$ cat src/rtl/usb_tx_arbiter.sv
// Arbitrates handshake and DATA0 transmit requests onto a single TX serializer,
// enforcing a start timeout and an inter-packet gap between packets.
`timescale 1ns/1ps
module usb_tx_arbiter #(
  parameter int unsigned IPG_CYCLES    = 16,
  parameter int unsigned START_TIMEOUT = 8
) (
  input  logic       clk,
  input  logic       rst,
  input  logic       hs_req,
  input  logic [1:0] hs_type,
  input  logic       data_req,
  input  logic [6:0] buffer_occupancy,
  input  logic       tx_transfer_active,
  input  logic       tx_error,
  output logic       tx_start,
  output logic [1:0] tx_packet,
  output logic       hs_grant,
  output logic       data_grant,
  output logic       done,
  output logic       err,
  output logic       busy
);

  localparam int unsigned TMAX = (IPG_CYCLES > START_TIMEOUT) ? IPG_CYCLES : START_TIMEOUT;
  localparam int unsigned TW   = $clog2(TMAX + 1);
  localparam logic [TW-1:0] T_SAT     = TW'(TMAX);
  localparam logic [TW-1:0] T_TO_LAST = TW'(START_TIMEOUT - 1);
  localparam logic [TW-1:0] T_GAPLAST = TW'(IPG_CYCLES - 1);

  typedef enum logic [2:0] {S_IDLE, S_START, S_WAIT_ACT, S_ACTIVE, S_GAP} state_t;

  state_t        r_state, w_state;
  logic [TW-1:0] r_timer, w_timer, w_timer_inc;
  logic          r_fail, w_fail;
  logic          r_armed, w_armed;
  logic          r_tx_start, w_tx_start;
  logic [1:0]    r_tx_packet, w_tx_packet;
  logic          r_hs_grant, w_hs_grant;
  logic          r_data_grant, w_data_grant;
  logic          r_done, w_done;
  logic          r_err, w_err;
  logic          r_busy, w_busy;

  always_ff @(posedge clk or posedge rst) begin
    if (rst) begin
      r_state      <= S_IDLE;
      r_timer      <= '0;
      r_fail       <= 1'b0;
      r_armed      <= 1'b0;
      r_tx_start   <= 1'b0;
      r_tx_packet  <= '0;
      r_hs_grant   <= 1'b0;
      r_data_grant <= 1'b0;
      r_done       <= 1'b0;
      r_err        <= 1'b0;
      r_busy       <= 1'b0;
    end else begin
      r_state      <= w_state;
      r_timer      <= w_timer;
      r_fail       <= w_fail;
      r_armed      <= w_armed;
      r_tx_start   <= w_tx_start;
      r_tx_packet  <= w_tx_packet;
      r_hs_grant   <= w_hs_grant;
      r_data_grant <= w_data_grant;
      r_done       <= w_done;
      r_err        <= w_err;
      r_busy       <= w_busy;
    end
  end

  assign w_timer_inc = (r_timer == T_SAT) ? r_timer : r_timer + 1'b1;

  always_comb begin
    w_state      = r_state;
    w_timer      = r_timer;
    w_fail       = r_fail;
    w_tx_packet  = r_tx_packet;
    w_tx_start   = 1'b0;
    w_hs_grant   = 1'b0;
    w_data_grant = 1'b0;
    w_done       = 1'b0;
    w_err        = 1'b0;
    // After reset a request must be seen low before it can be granted again
    w_armed      = r_armed | (!hs_req && !data_req);
    case (r_state)
      S_IDLE: begin
        w_timer = '0;
        // A grant visible this cycle means the requester has not yet dropped its request
        if (r_armed && !r_hs_grant && !r_data_grant) begin
          if (hs_req) begin
            w_hs_grant = 1'b1;
            if (hs_type == 2'd0) begin
              w_done = 1'b1;
              w_err  = 1'b1;
            end else begin
              w_tx_packet = hs_type;
              w_tx_start  = 1'b1;
              w_state     = S_START;
            end
          end else if (data_req) begin
            w_data_grant = 1'b1;
            if (buffer_occupancy > 7'd64) begin
              w_done = 1'b1;
              w_err  = 1'b1;
            end else begin
              w_tx_packet = 2'd0;
              w_tx_start  = 1'b1;
              w_state     = S_START;
            end
          end
        end
      end
      S_START: begin
        // Timer holds the number of clocks elapsed since tx_start was visible
        w_timer = w_timer_inc;
        w_state = S_WAIT_ACT;
      end
      S_WAIT_ACT: begin
        if (tx_transfer_active) begin
          w_timer = '0;
          w_state = S_ACTIVE;
        end else if (r_timer >= T_TO_LAST) begin
          w_done  = 1'b1;
          w_err   = 1'b1;
          w_timer = '0;
          w_state = S_GAP;
        end else begin
          w_timer = w_timer_inc;
        end
      end
      S_ACTIVE: begin
        w_fail = r_fail | tx_error;
        if (!tx_transfer_active) begin
          w_done  = 1'b1;
          w_err   = w_fail;
          w_fail  = 1'b0;
          w_timer = '0;
          w_state = S_GAP;
        end
      end
      S_GAP: begin
        if (r_timer >= T_GAPLAST) begin
          w_timer = '0;
          w_state = S_IDLE;
        end else begin
          w_timer = w_timer_inc;
        end
      end
      default: begin
        w_timer = '0;
        w_fail  = 1'b0;
        w_state = S_IDLE;
      end
    endcase
    w_busy = (w_state != S_IDLE);
  end

  assign tx_start   = r_tx_start;
  assign tx_packet  = r_tx_packet;
  assign hs_grant   = r_hs_grant;
  assign data_grant = r_data_grant;
  assign done       = r_done;
  assign err        = r_err;
  assign busy       = r_busy;

endmodule

$ cat config.mk
export PLATFORM = sky130hd
export DESIGN_NAME = usb_tx_arbiter
export DESIGN_NICKNAME = d
export VERILOG_FILES = /design/src/rtl/usb_tx_arbiter.sv
export SDC_FILE = /design/constraint.sdc
export NUM_CORES = 1
export LEC_CHECK = 0
export ABC_AREA = 1
export ABC_CLOCK_PERIOD_IN_PS = 2050
export CAP_MARGIN = 10
export CORE_MARGIN = 2
export CORE_UTILIZATION = 48
export DETAILED_ROUTE_END_ITERATION = 10
export PLACE_DENSITY = 0.77
export RECOVER_POWER = 50
export SLEW_MARGIN = 20
export SYNTH_ARGS = -nofsm -noshare
export SYNTH_HDL_FRONTEND = slang
export SYNTH_SLANG_ARGS = --single-unit
$ cat constraint.sdc
create_clock -name clk -period 2.05 [get_ports clk]
set_input_delay 0.41 -clock clk [delete_from_list [all_inputs] [get_ports clk]]
set_output_delay 0.41 -clock clk [all_outputs]
set_load 0.02 [all_outputs]
==> run_results.csv, run 1 <==
group,metric,value,unit
grt,grt_max_degree,19,
setup_path,cp.arrival,1910,ps
floorplanning,die_x,49.6,um
yosys,syn_inst,132,
yosys,ys_seq_area_share,45.2,%
yosys,synth_top_area_cell,"dfrtp_1",
yosys,synth.area.top_cells,"dfrtp_1 (45%), nand2_1 (13%), inv_1 (9.0%)",
detailed_routing,firstDrtPassIters,4,
pwr,p_seq_share,39.3,%
detailed_routing,viasPerCell,4.90,
finish,final_layout_size_suffix_gt1_share,5.70,%
job,cap_violations,0,
clocking,post_cts_buffers,0,
detailed_routing,drc,0,
setup_path,crit_type,"reg2reg",
setup_path,cp-start-kind,"register",
yosys,syn_avg_cell_area,7.55,um2
floorplanning,die_h,49.6,um
clocking,clockBufferDepth,2,
detailed_routing,vias,907,
setup_path,cp_cell_sequence,"ha_1, nand2_1, nor2_1, ha_1, nor2_1, nand3_1, nor2_1, nor2_2, nand2_1, nand3_1, nand2_1",
clocking,clk_pin_slew,100,ps
yosys,syn_nets,150,
yosys,synth_most_common_cell,"nand2_1",
setup_path,cp_slowest_stage_delay,430,ps
finish,fill_cells,179,
finish,nets,178,
grt,grt_pass1_wl,3750,um
grt,grt_util_all_layers,19.9,%
floorplanning,initial_utilization,50.8,%
sta,worstMarginPinSlew,939,ps
grt,grt_overflow_total,0,
clocking,ctsResizeCount,0,
setup_path,worstPathRequired,2290,ps
clocking,insertion_delay,290,ps
floorplanning,std_cell_rows,16,
clocking,cts_tree,"built",
clocking,htreeDepth,1,
place,dp_hpwl,1670,um
clocking,postCtsHoldBufs,0,
sta,rsz0062_at_grt,"no",
sta,holdWs,472,ps
grt,antenna_found_initial,0,
yosys,ys.flop_type,"dfrtp_1",
setup_path,cp-end-kind,"register",
detailed_routing,drtIter0Drc,26,
finish,seq_area,450,um2
pwr,switchingPower,0.587,mW
pwr,power,1.40,mW
setup_path,slowest_stage,"dfrtp_1",
place,gp_congestion,0.833,
clocking,cts_root_buf,"clkbuf_4",
sta,finalClockSkew,3.27,ps
clocking,numCtsBuffers,3,
yosys,synth.top_cell.area_share,45.2,%
yosys,ys_seq_elements,18,
sta,fin_crit_sh,81.5,%
pwr,p_leak,0.699,nW
floorplanning,top_level_ports,23,
floorplanning,dieArea,2460,um2
finish,antenna_cells,0,
yosys,synth_edf_count,0,
pwr,combPwrFrac,48.4,%
setup_path,cp_max_fo,4,
place,portBuffers,22,
worst_hold_path,hold_path.class,"reg2reg",
finish,multi_input_area,448,um2
sta,finalHoldViolations,0,
sta,fmax,0.598,GHz
pwr,power.density,1100,nW/um2
outcome,status,"finished clean",
pwr,intPower,0.814,mW
sta,tns,0,ps
pwr,p_sw_share,41.9,%
sta,slew_headroom,37.4,%
pwr,pwr-share-clk,12.3,%
yosys,synth_cell_types,19,
sta,drv_slew,0,
yosys,syn_area,996,um2
setup_path,cp_top_family,"simple AND/OR/NAND/NOR gates",
finish,syn2layout_area_growth,27.4,%
detailed_routing,wl,2040,um
grt,first_global_vias,916,
yosys,synth_common_cells,"nand2_1 (34), inv_1 (24), dfrtp_1 (18)",
pwr,ir_worst_vdd,0.727,mV
clocking,clock-sinks,18,
yosys,yosys_warnings,0,
floorplanning,core,1960,um2
yosys,synth-async-reset-ratio,100,%
sta,finalCriticalPeriod,1670,ps
sta,finalSetupViolCount,0,
setup_path,worst-path-buf-inv,0,
detailed_routing,drtAntennaViolNets,0,
detailed_routing,wire_per_inst,11.0,um
==> flip-flops by register name, indices dropped and copies added, names as in the netlist <==
name        count
r_timer         5
r_state         3
tx_packet       2
busy            1
data_grant      1
done            1
err             1
hs_grant        1
r_armed         1
r_fail          1
tx_start        1
==> metrics by stage <==
step / setup WS (ps) / instance area [um2] / utilization (%) / cells
floorplan: 577 / 996 / - / 132
global placement: 336 / 1260 / 64.1 / 182
detailed placement: 287 / 1260 / 64.1 / 182
CTS: 363 / 1280 / 65.2 / 185
global route: 200 / 1270 / 64.7 / 185
finish: 379 / 1270 / 64.7 / 185
==> tightest hold or removal path, delay by kind of cell, from the launching register on <==
family	cells	cell delay, ps
buffers and inverters	1	60
AND/OR/NAND/NOR	1	60
flip-flops	1	330
==> cell type report <==
| class | count | area share, % |
|---|---|---|
| Multi-Input combinational cell | 90 | 35.3 |
| Tap cell | 27 | 2.66 |
| Timing Repair Buffer | 23 | 17.7 |
| Inverter | 24 | 7.10 |
| Clock buffer | 3 | 1.78 |
| Sequential cell | 18 | 35.5 |
==> layer usage <==
metal	up-vias	GRT usage (%)	wire, um	share of wire (%)
met5	-	0	0	0
li1	464	-	-	-
met3	4	3.33	88	4.3
met4	0	13.0	51	2.5
met1	414	25.8	959	47
met2	25	30.4	940	46
==> path summary, 6_finish.rpt <==
path                                             start                endpoint  slack (ps)  depth (start not counted)
worst max register to register  r_timer[0]$_DFFE_PP0P_  r_timer[4]$_DFFE_PP0P_         380                         11
worst min register to register       r_armed$_DFF_PP0_       r_armed$_DFF_PP0_         470                          2
min in group asynchronous                          rst    data_grant$_DFF_PP0_         820                          3
max in group asynchronous                          rst           err$_DFF_PP0_         650                          3
worst min-delay path                 r_armed$_DFF_PP0_       r_armed$_DFF_PP0_         470                          2
worst max-delay path            r_timer[0]$_DFFE_PP0P_  r_timer[4]$_DFFE_PP0P_         380                         11
==> power groups by stage <==
stage / combinational (mW) / sequential, mW / clock (mW)
finish: 0.678 / 0.550 / 0.173
global route: 0.775 / 0.566 / 0.197
CTS: 0.692 / 0.553 / 0.181
detailed placement: 0.689 / 0.561 / 0
global placement: 0.675 / 0.559 / 0
floorplan: 0.376 / 0.624 / 0
==> cells by family after synthesis <==
family | count (synthesis) | synth area share, %
DFF | 18 | 45.2
buffers and inverters | 24 | 9.05
and+or+nand+nor | 78 | 36.9
AOI/OAI and AO/OA | 8 | 4.15
adders and majority gates | 3 | 3.77
xor gates and xnor gates | 1 | 0.880
==> placed cells by master (no fill, tap or decap), drive strengths merged <==
master / n
clkdlybuf4s50: 20
o22ai: 1
ha: 3
nand3b: 4
a21oi: 2
inv: 24
clkbuf: 4
dlygate4sd3: 2
nand4: 2
dfrtp: 18
nor3: 2
xor2: 1
or2: 1
nand3: 14
nand2: 35
nor2: 20
o21ai: 5
Note: power is estimated with default switching activity, not from simulation.
==> inputs of run 2 (changes only) <==
--- a/config.mk
+++ b/config.mk
@@ -6,7 +6,7 @@
 export NUM_CORES = 1
 export LEC_CHECK = 0
 export ABC_AREA = 1
-export ABC_CLOCK_PERIOD_IN_PS = 2050
+export ABC_CLOCK_PERIOD_IN_PS = 1610
 export CAP_MARGIN = 10
 export CORE_MARGIN = 2
 export CORE_UTILIZATION = 48
==> constraint.sdc (replaced) <==
create_clock -name clk -period 1.61 [get_ports clk]
set_input_delay 0.322 -clock clk [delete_from_list [all_inputs] [get_ports clk]]
set_output_delay 0.322 -clock clk [all_outputs]
set_load 0.02 [all_outputs]
==> run 2 against run 1 <==
The flow now finishes with violations (setup timing). Clock skew hardly changed. Fmax up 3.8%. Combinational power up 36%. Sequential power is 28% higher. Worst setup slack lost 380 ps. Critical path type unchanged. Sequential share of layout area decreased by 1.9 points. First-iteration DRC count down 42%. Sequential cell count unchanged.
==> run_results.csv, run 2 (same netlist as run 1, synthesis figures left out) <==
group,metric,value,unit
setup_path,reg2reg_depth,11,
detailed_routing,vias,914,
clocking,clk_pin_slew,100,ps
pwr,p_sw_share,42.2,%
sta,worstMarginPinSlew,926,ps
detailed_routing,firstDrtPassIters,4,
sta,fin_crit_sh,100,%
finish,syn2layout_area_growth,34.7,%
pwr,power.density,1370,nW/um2
sta,finalHoldViolations,0,
sta,fmax,0.621,GHz
clocking,cts_root_buf,"clkbuf_4",
floorplanning,die_x,49.6,um
floorplanning,dieArea,2460,um2
pwr,p_leak,0.767,nW
job,cap_violations,0,
detailed_routing,drc,0,
pwr,combPwrFrac,50.1,%
detailed_routing,drtAntennaViolNets,0,
clocking,cts_tree,"built",
detailed_routing,drtIter0Drc,15,
floorplanning,initial_utilization,50.8,%
grt,antenna_found_initial,0,
place,gp_congestion,0.841,
floorplanning,std_cell_rows,16,
setup_path,rrSetupSlack,-0.3,ps
setup_path,reg2reg_from,"r_timer[1]$_DFFE_PP0P_",
pwr,p_seq_share,38.2,%
finish,post-route-util,68.4,%
setup_path,cp-start-kind,"register",
detailed_routing,wl,2190,um
sta,finalClockSkew,3.68,ps
sta,tns,-0.281,ps
clocking,htreeDepth,1,
worst_hold_path,hold_path.class,"reg2reg",
sta,drv_slew,0,
finish,final_common_cell,"nand2_1",
pwr,switchingPower,0.776,mW
finish,final_layout_size_suffix_gt1_share,14.1,%
clocking,numCtsBuffers,3,
place,portBuffers,22,
outcome,violations,"setup timing",
sta,holdWs,461,ps
clocking,insertion_delay,280,ps
sta,finalSetupViolCount,1,
floorplanning,die_h,49.6,um
worst_hold_path,min-delay-start,"r_armed$_DFF_PP0_",
worst_hold_path,holdPathStages,2,
floorplanning,core,1960,um2
finish,nets,183,
setup_path,crit_type,"reg2reg",
detailed_routing,wire_per_inst,11.5,um
floorplanning,top_level_ports,23,
detailed_routing,viasPerCell,4.81,
sta,slew_headroom,38.3,%
grt,grt_overflow_total,0,
grt,grt_util_all_layers,19.3,%
outcome,status,"finished with violations",
pwr,intPower,1.06,mW
sta,worst_slack,-0.281,ps
grt,first_global_vias,893,
setup_path,cp-end-kind,"register",
finish,mostFrequentLayoutCells,"nand2_1 (33), inv_1 (24), dfrtp_1 (18)",
sta,finalCriticalPeriod,1610,ps
worst_hold_path,hold_end,"r_armed$_DFF_PP0_",
clocking,postCtsHoldBufs,0,
clocking,clock-sinks,18,
setup_path,r2r-end,"r_timer[4]$_DFFE_PP0P_",
setup_path,cp_max_fo,3,
clocking,clockBufferDepth,2,
finish,regMostFlops,"r_timer",
grt,grt_max_degree,19,
sta,rsz0062_at_grt,"yes",
grt,grt_pass1_wl,3600,um
pwr,pwr-share-clk,11.8,%
finish,antenna_cells,0,
place,dp_hpwl,1690,um
setup_path,cp.arrival,1840,ps
setup_path,worstPathRequired,1840,ps
pwr,ir_worst_vdd,0.961,mV
finish,largest_register_ffs,5,
==> run 2: repair_timing <==
item                                    CTS  global route
buffers inserted                          0             1
endpoints found under the setup margin    0             9
resized for setup                         0            10
==> run 2: how the worst max path moves through the flow <==
stage                                      start                      to  depth (start not counted)  slack, ps
after floorplan           r_timer[0]$_DFFE_PP0P_  r_timer[4]$_DFFE_PP0P_                         11        140
after global placement        tx_transfer_active  r_timer[0]$_DFFE_PP0P_                          7         50
after detailed placement      tx_transfer_active  r_timer[1]$_DFFE_PP0P_                          8        -30
after CTS                 r_timer[0]$_DFFE_PP0P_  r_timer[0]$_DFFE_PP0P_                         11          7
after global routing      r_timer[1]$_DFFE_PP0P_  r_timer[4]$_DFFE_PP0P_                         11       -140
final                     r_timer[1]$_DFFE_PP0P_  r_timer[4]$_DFFE_PP0P_                         11       -0.3
==> run 2: through the flow <==
| step | worst slack, ps | instances | total power [mW] | cell area, um2 |
|---|---|---|---|---|
| floorplan | 137 | 132 | 1.27 | 996 |
| global placement | 48.0 | 186 | 1.59 | 1290 |
| detailed placement | -25.0 | 186 | 1.62 | 1290 |
| CTS | 6.99 | 189 | 1.84 | 1310 |
| global route | -140 | 190 | 1.99 | 1340 |
| finish | -0.281 | 190 | 1.84 | 1340 |
==> run 2: worst max-delay path, stage by stage (launching register included) <==
cell     delay [ps]
dfrtp_1         410
ha_2            200
nand2_2          70
nor2_2           40
ha_2            170
nor2_2          110
nand3_1         100
nor2_2          150
nor2_2           70
nand2_1          80
nand3_1          90
nand2_1          70
==> run 2: layout make-up <==
cell class | instances | area (um2)
Multi-Input combinational cell | 90 | 475
Fill cell | 167 | 621
Sequential cell | 18 | 450
Clock buffer | 3 | 22.5
Timing Repair Buffer | 28 | 269
Tap cell | 27 | 33.8
Inverter | 24 | 90.1
==> run 2: layer usage <==
metal | track usage, % | up-vias | share of wire, %
met5 | 0 | - | 0
met4 | 8.33 | 0 | 2.0
met3 | 3.03 | 6 | 2.3
met2 | 33.8 | 16 | 51
met1 | 23.4 | 414 | 45
li1 | - | 478 | -
==> run 2: power by group through the flow <==
stage                     combinational [mW]  sequential, mW  clock [mW]
after global routing                    1.02           0.727       0.239
after CTS                              0.916           0.704       0.220
after floorplan                        0.479           0.794           0
after detailed placement               0.911           0.713           0
after global placement                 0.887           0.705           0
final                                  0.921           0.703       0.216
==> inputs of run 3 (changes only) <==
--- a/config.mk
+++ b/config.mk
@@ -6,12 +6,12 @@
 export NUM_CORES = 1
 export LEC_CHECK = 0
 export ABC_AREA = 1
-export ABC_CLOCK_PERIOD_IN_PS = 1610
+export ABC_CLOCK_PERIOD_IN_PS = 1450
 export CAP_MARGIN = 10
 export CORE_MARGIN = 2
-export CORE_UTILIZATION = 48
+export CORE_UTILIZATION = 44
 export DETAILED_ROUTE_END_ITERATION = 10
-export PLACE_DENSITY = 0.77
+export PLACE_DENSITY = 0.74
 export RECOVER_POWER = 50
 export SLEW_MARGIN = 20
 export SYNTH_ARGS = -nofsm -noshare
==> constraint.sdc (replaced) <==
create_clock -name clk -period 1.45 [get_ports clk]
set_input_delay 0.29 -clock clk [delete_from_list [all_inputs] [get_ports clk]]
set_output_delay 0.29 -clock clk [all_outputs]
set_load 0.02 [all_outputs]
==> run 3 against run 2 <==
The flow still finishes with violations (setup timing). Global-route usage rose by 0.85 points. Wire length rose by 27%. Hold slack improved by 12 ps. Sequential power rose by 12%. Die area rose by 8.3%. Cell count rose by 11%. Count of clock-buffer cells in the layout rose by 1. Non-clock buffer count rose by 18. Sequential share of layout area fell by 5.1 points. Highest routed layer unchanged.
==> run_results.csv, run 3 (same netlist as run 1, synthesis figures left out) <==
group,metric,value,unit
floorplanning,die_h,51.6,um
detailed_routing,drtAntennaViolNets,0,
outcome,status,"finished with violations",
grt,grt_pass1_wl,4070,um
finish,fin_area,1590,um2
outcome,violations,"setup timing",
finish,mostFrequentLayoutCells,"nand2_1 (29), buf_4 (23), inv_1 (20)",
sta,slew_headroom,37.4,%
pwr,intPower,1.37,mW
pwr,pwr-share-clk,13.1,%
finish,nets,201,
clocking,cts_tree,"built",
setup_path,cp-endpoint,"r_timer[0]$_DFFE_PP0P_",
floorplanning,dieArea,2660,um2
setup_path,rrSetupSlack,-130,ps
clocking,insertion_delay,310,ps
grt,grt_util_all_layers,20.2,%
floorplanning,top_level_ports,23,
sta,drv_slew,0,
pwr,p_leak,0.874,nW
place,dp_hpwl,1790,um
clocking,cts_root_buf,"clkbuf_4",
place,place_area,1380,um2
setup_path,worstPathRequired,1670,ps
place,portBuffers,22,
detailed_routing,viasPerCell,5.03,
pwr,power,2.43,mW
finish,largest_register_ffs,5,
sta,finalClockSkew,14.1,ps
setup_path,cp-end-kind,"register",
sta,worstMarginPinSlew,938,ps
pwr,p_seq_share,32.4,%
clocking,numCtsBuffers,3,
setup_path,startpoint,"r_timer[1]$_DFFE_PP0P_",
detailed_routing,firstDrtPassIters,4,
place,gp_congestion,0.841,
clocking,clock-sinks,18,
finish,regMostFlops,"r_timer",
floorplanning,initial_utilization,45.9,%
finish,post-route-util,73.2,%
job,cap_violations,0,
sta,fmax,0.634,GHz
finish,final_common_cell,"nand2_1",
detailed_routing,drtIter0Drc,39,
pwr,ir_worst_vdd,1.11,mV
grt,antenna_found_initial,0,
pwr,p_sw_share,43.8,%
sta,finalSetupViolCount,9,
setup_path,reg2reg_from,"r_timer[1]$_DFFE_PP0P_",
setup_path,r2r-end,"r_timer[0]$_DFFE_PP0P_",
floorplanning,core,2170,um2
detailed_routing,drc,0,
place,dp_slack,-158,ps
grt,grt_max_degree,19,
grt,first_global_vias,997,
sta,worst_slack,-128,ps
finish,fill_cells,173,
sta,rsz0062_at_grt,"yes",
floorplanning,std_cell_rows,17,
setup_path,crit_type,"reg2reg",
clocking,clockBufferDepth,2,
detailed_routing,wl,2770,um
finish,antenna_cells,0,
setup_path,cp_max_fo,4,
setup_path,cp-start-kind,"register",
sta,fin_crit_sh,109,%
worst_hold_path,hold_path.class,"reg2reg",
clocking,clk_pin_slew,110,ps
pwr,power.density,1530,nW/um2
setup_path,reg2reg_depth,10,
floorplanning,die_x,51.6,um
finish,syn2layout_area_growth,59.4,%
grt,grt_overflow_total,0,
sta,finalCriticalPeriod,1580,ps
clocking,htreeDepth,1,
pwr,switchingPower,1.07,mW
sta,finalHoldViolations,0,
finish,final_layout_size_suffix_gt1_share,31.9,%
pwr,combPwrFrac,54.5,%
detailed_routing,vias,1057,
detailed_routing,wire_per_inst,13.2,um
setup_path,cp.arrival,1800,ps
[run 3: final cells by class]
class	count	area, um2	area share, %
Inverter	24	92.6	5.83
Sequential cell	18	452	28.4
Clock buffer	4	36.3	2.29
Multi-Input combinational cell	90	586	36.9
Tap cell	28	35.0	2.21
Timing Repair Buffer	46	387	24.3
[run 3: what timing repair did]
item,in CTS,in global routing
setup buffers,1,6
pin swaps,10,12
hold buffers,0,0
gates resized for setup,11,31
setup endpoints to repair,15,12
[run 3: stage by stage]
stage | cells | hold WS (ps) | TNS, ps
final | 210 | 473 | -537
after global placement | 199 | 437 | -549
after floorplan | 132 | 229 | 0
after global routing | 210 | 501 | -1260
after detailed placement | 199 | 455 | -920
after CTS | 204 | 318 | -529
[run 3: worst min path at each step]
stage | startpoint | endpoint | cells past startpoint
final | r_armed$_DFF_PP0_ | r_armed$_DFF_PP0_ | 2
after global routing | r_armed$_DFF_PP0_ | r_armed$_DFF_PP0_ | 2
after CTS | rst | r_timer[3]$_DFFE_PP0P_ | 3
after detailed placement | r_armed$_DFF_PP0_ | r_armed$_DFF_PP0_ | 2
after global placement | r_armed$_DFF_PP0_ | r_armed$_DFF_PP0_ | 2
after floorplan | rst | busy$_DFF_PP0_ | 1
[run 3: routing by layer]
layer	global-route usage (%)	wire (um)	vias to the layer above
li1	-	-	510
met1	25.3	1140	495
met2	34.6	1380	41
met3	2.87	174	11
met4	8.77	85	0
met5	0	0	-
[run 3: power groups by stage]
| stage | Combinational [mW] | Clock, mW | Sequential [mW] |
|---|---|---|---|
| 4_1_cts | 1.07 | 0.314 | 0.773 |
| 2_1_floorplan | 0.535 | 0 | 0.883 |
| 3_5_place_dp | 1.08 | 0 | 0.786 |
| 3_3_place_gp | 1.05 | 0 | 0.782 |
| 6_report | 1.33 | 0.319 | 0.789 |
| 5_1_grt | 1.45 | 0.356 | 0.808 |
[run 3: critical path: stages, from the launching register on]
cell and delay [ps]:
dfrtp_1 440, buf_4 150, buf_4 140, inv_4 60, ha_4 120, nand3_2 110, nand2_4 120, xor2_1 150
inv_1 80, nand2_2 90, inv_2 30
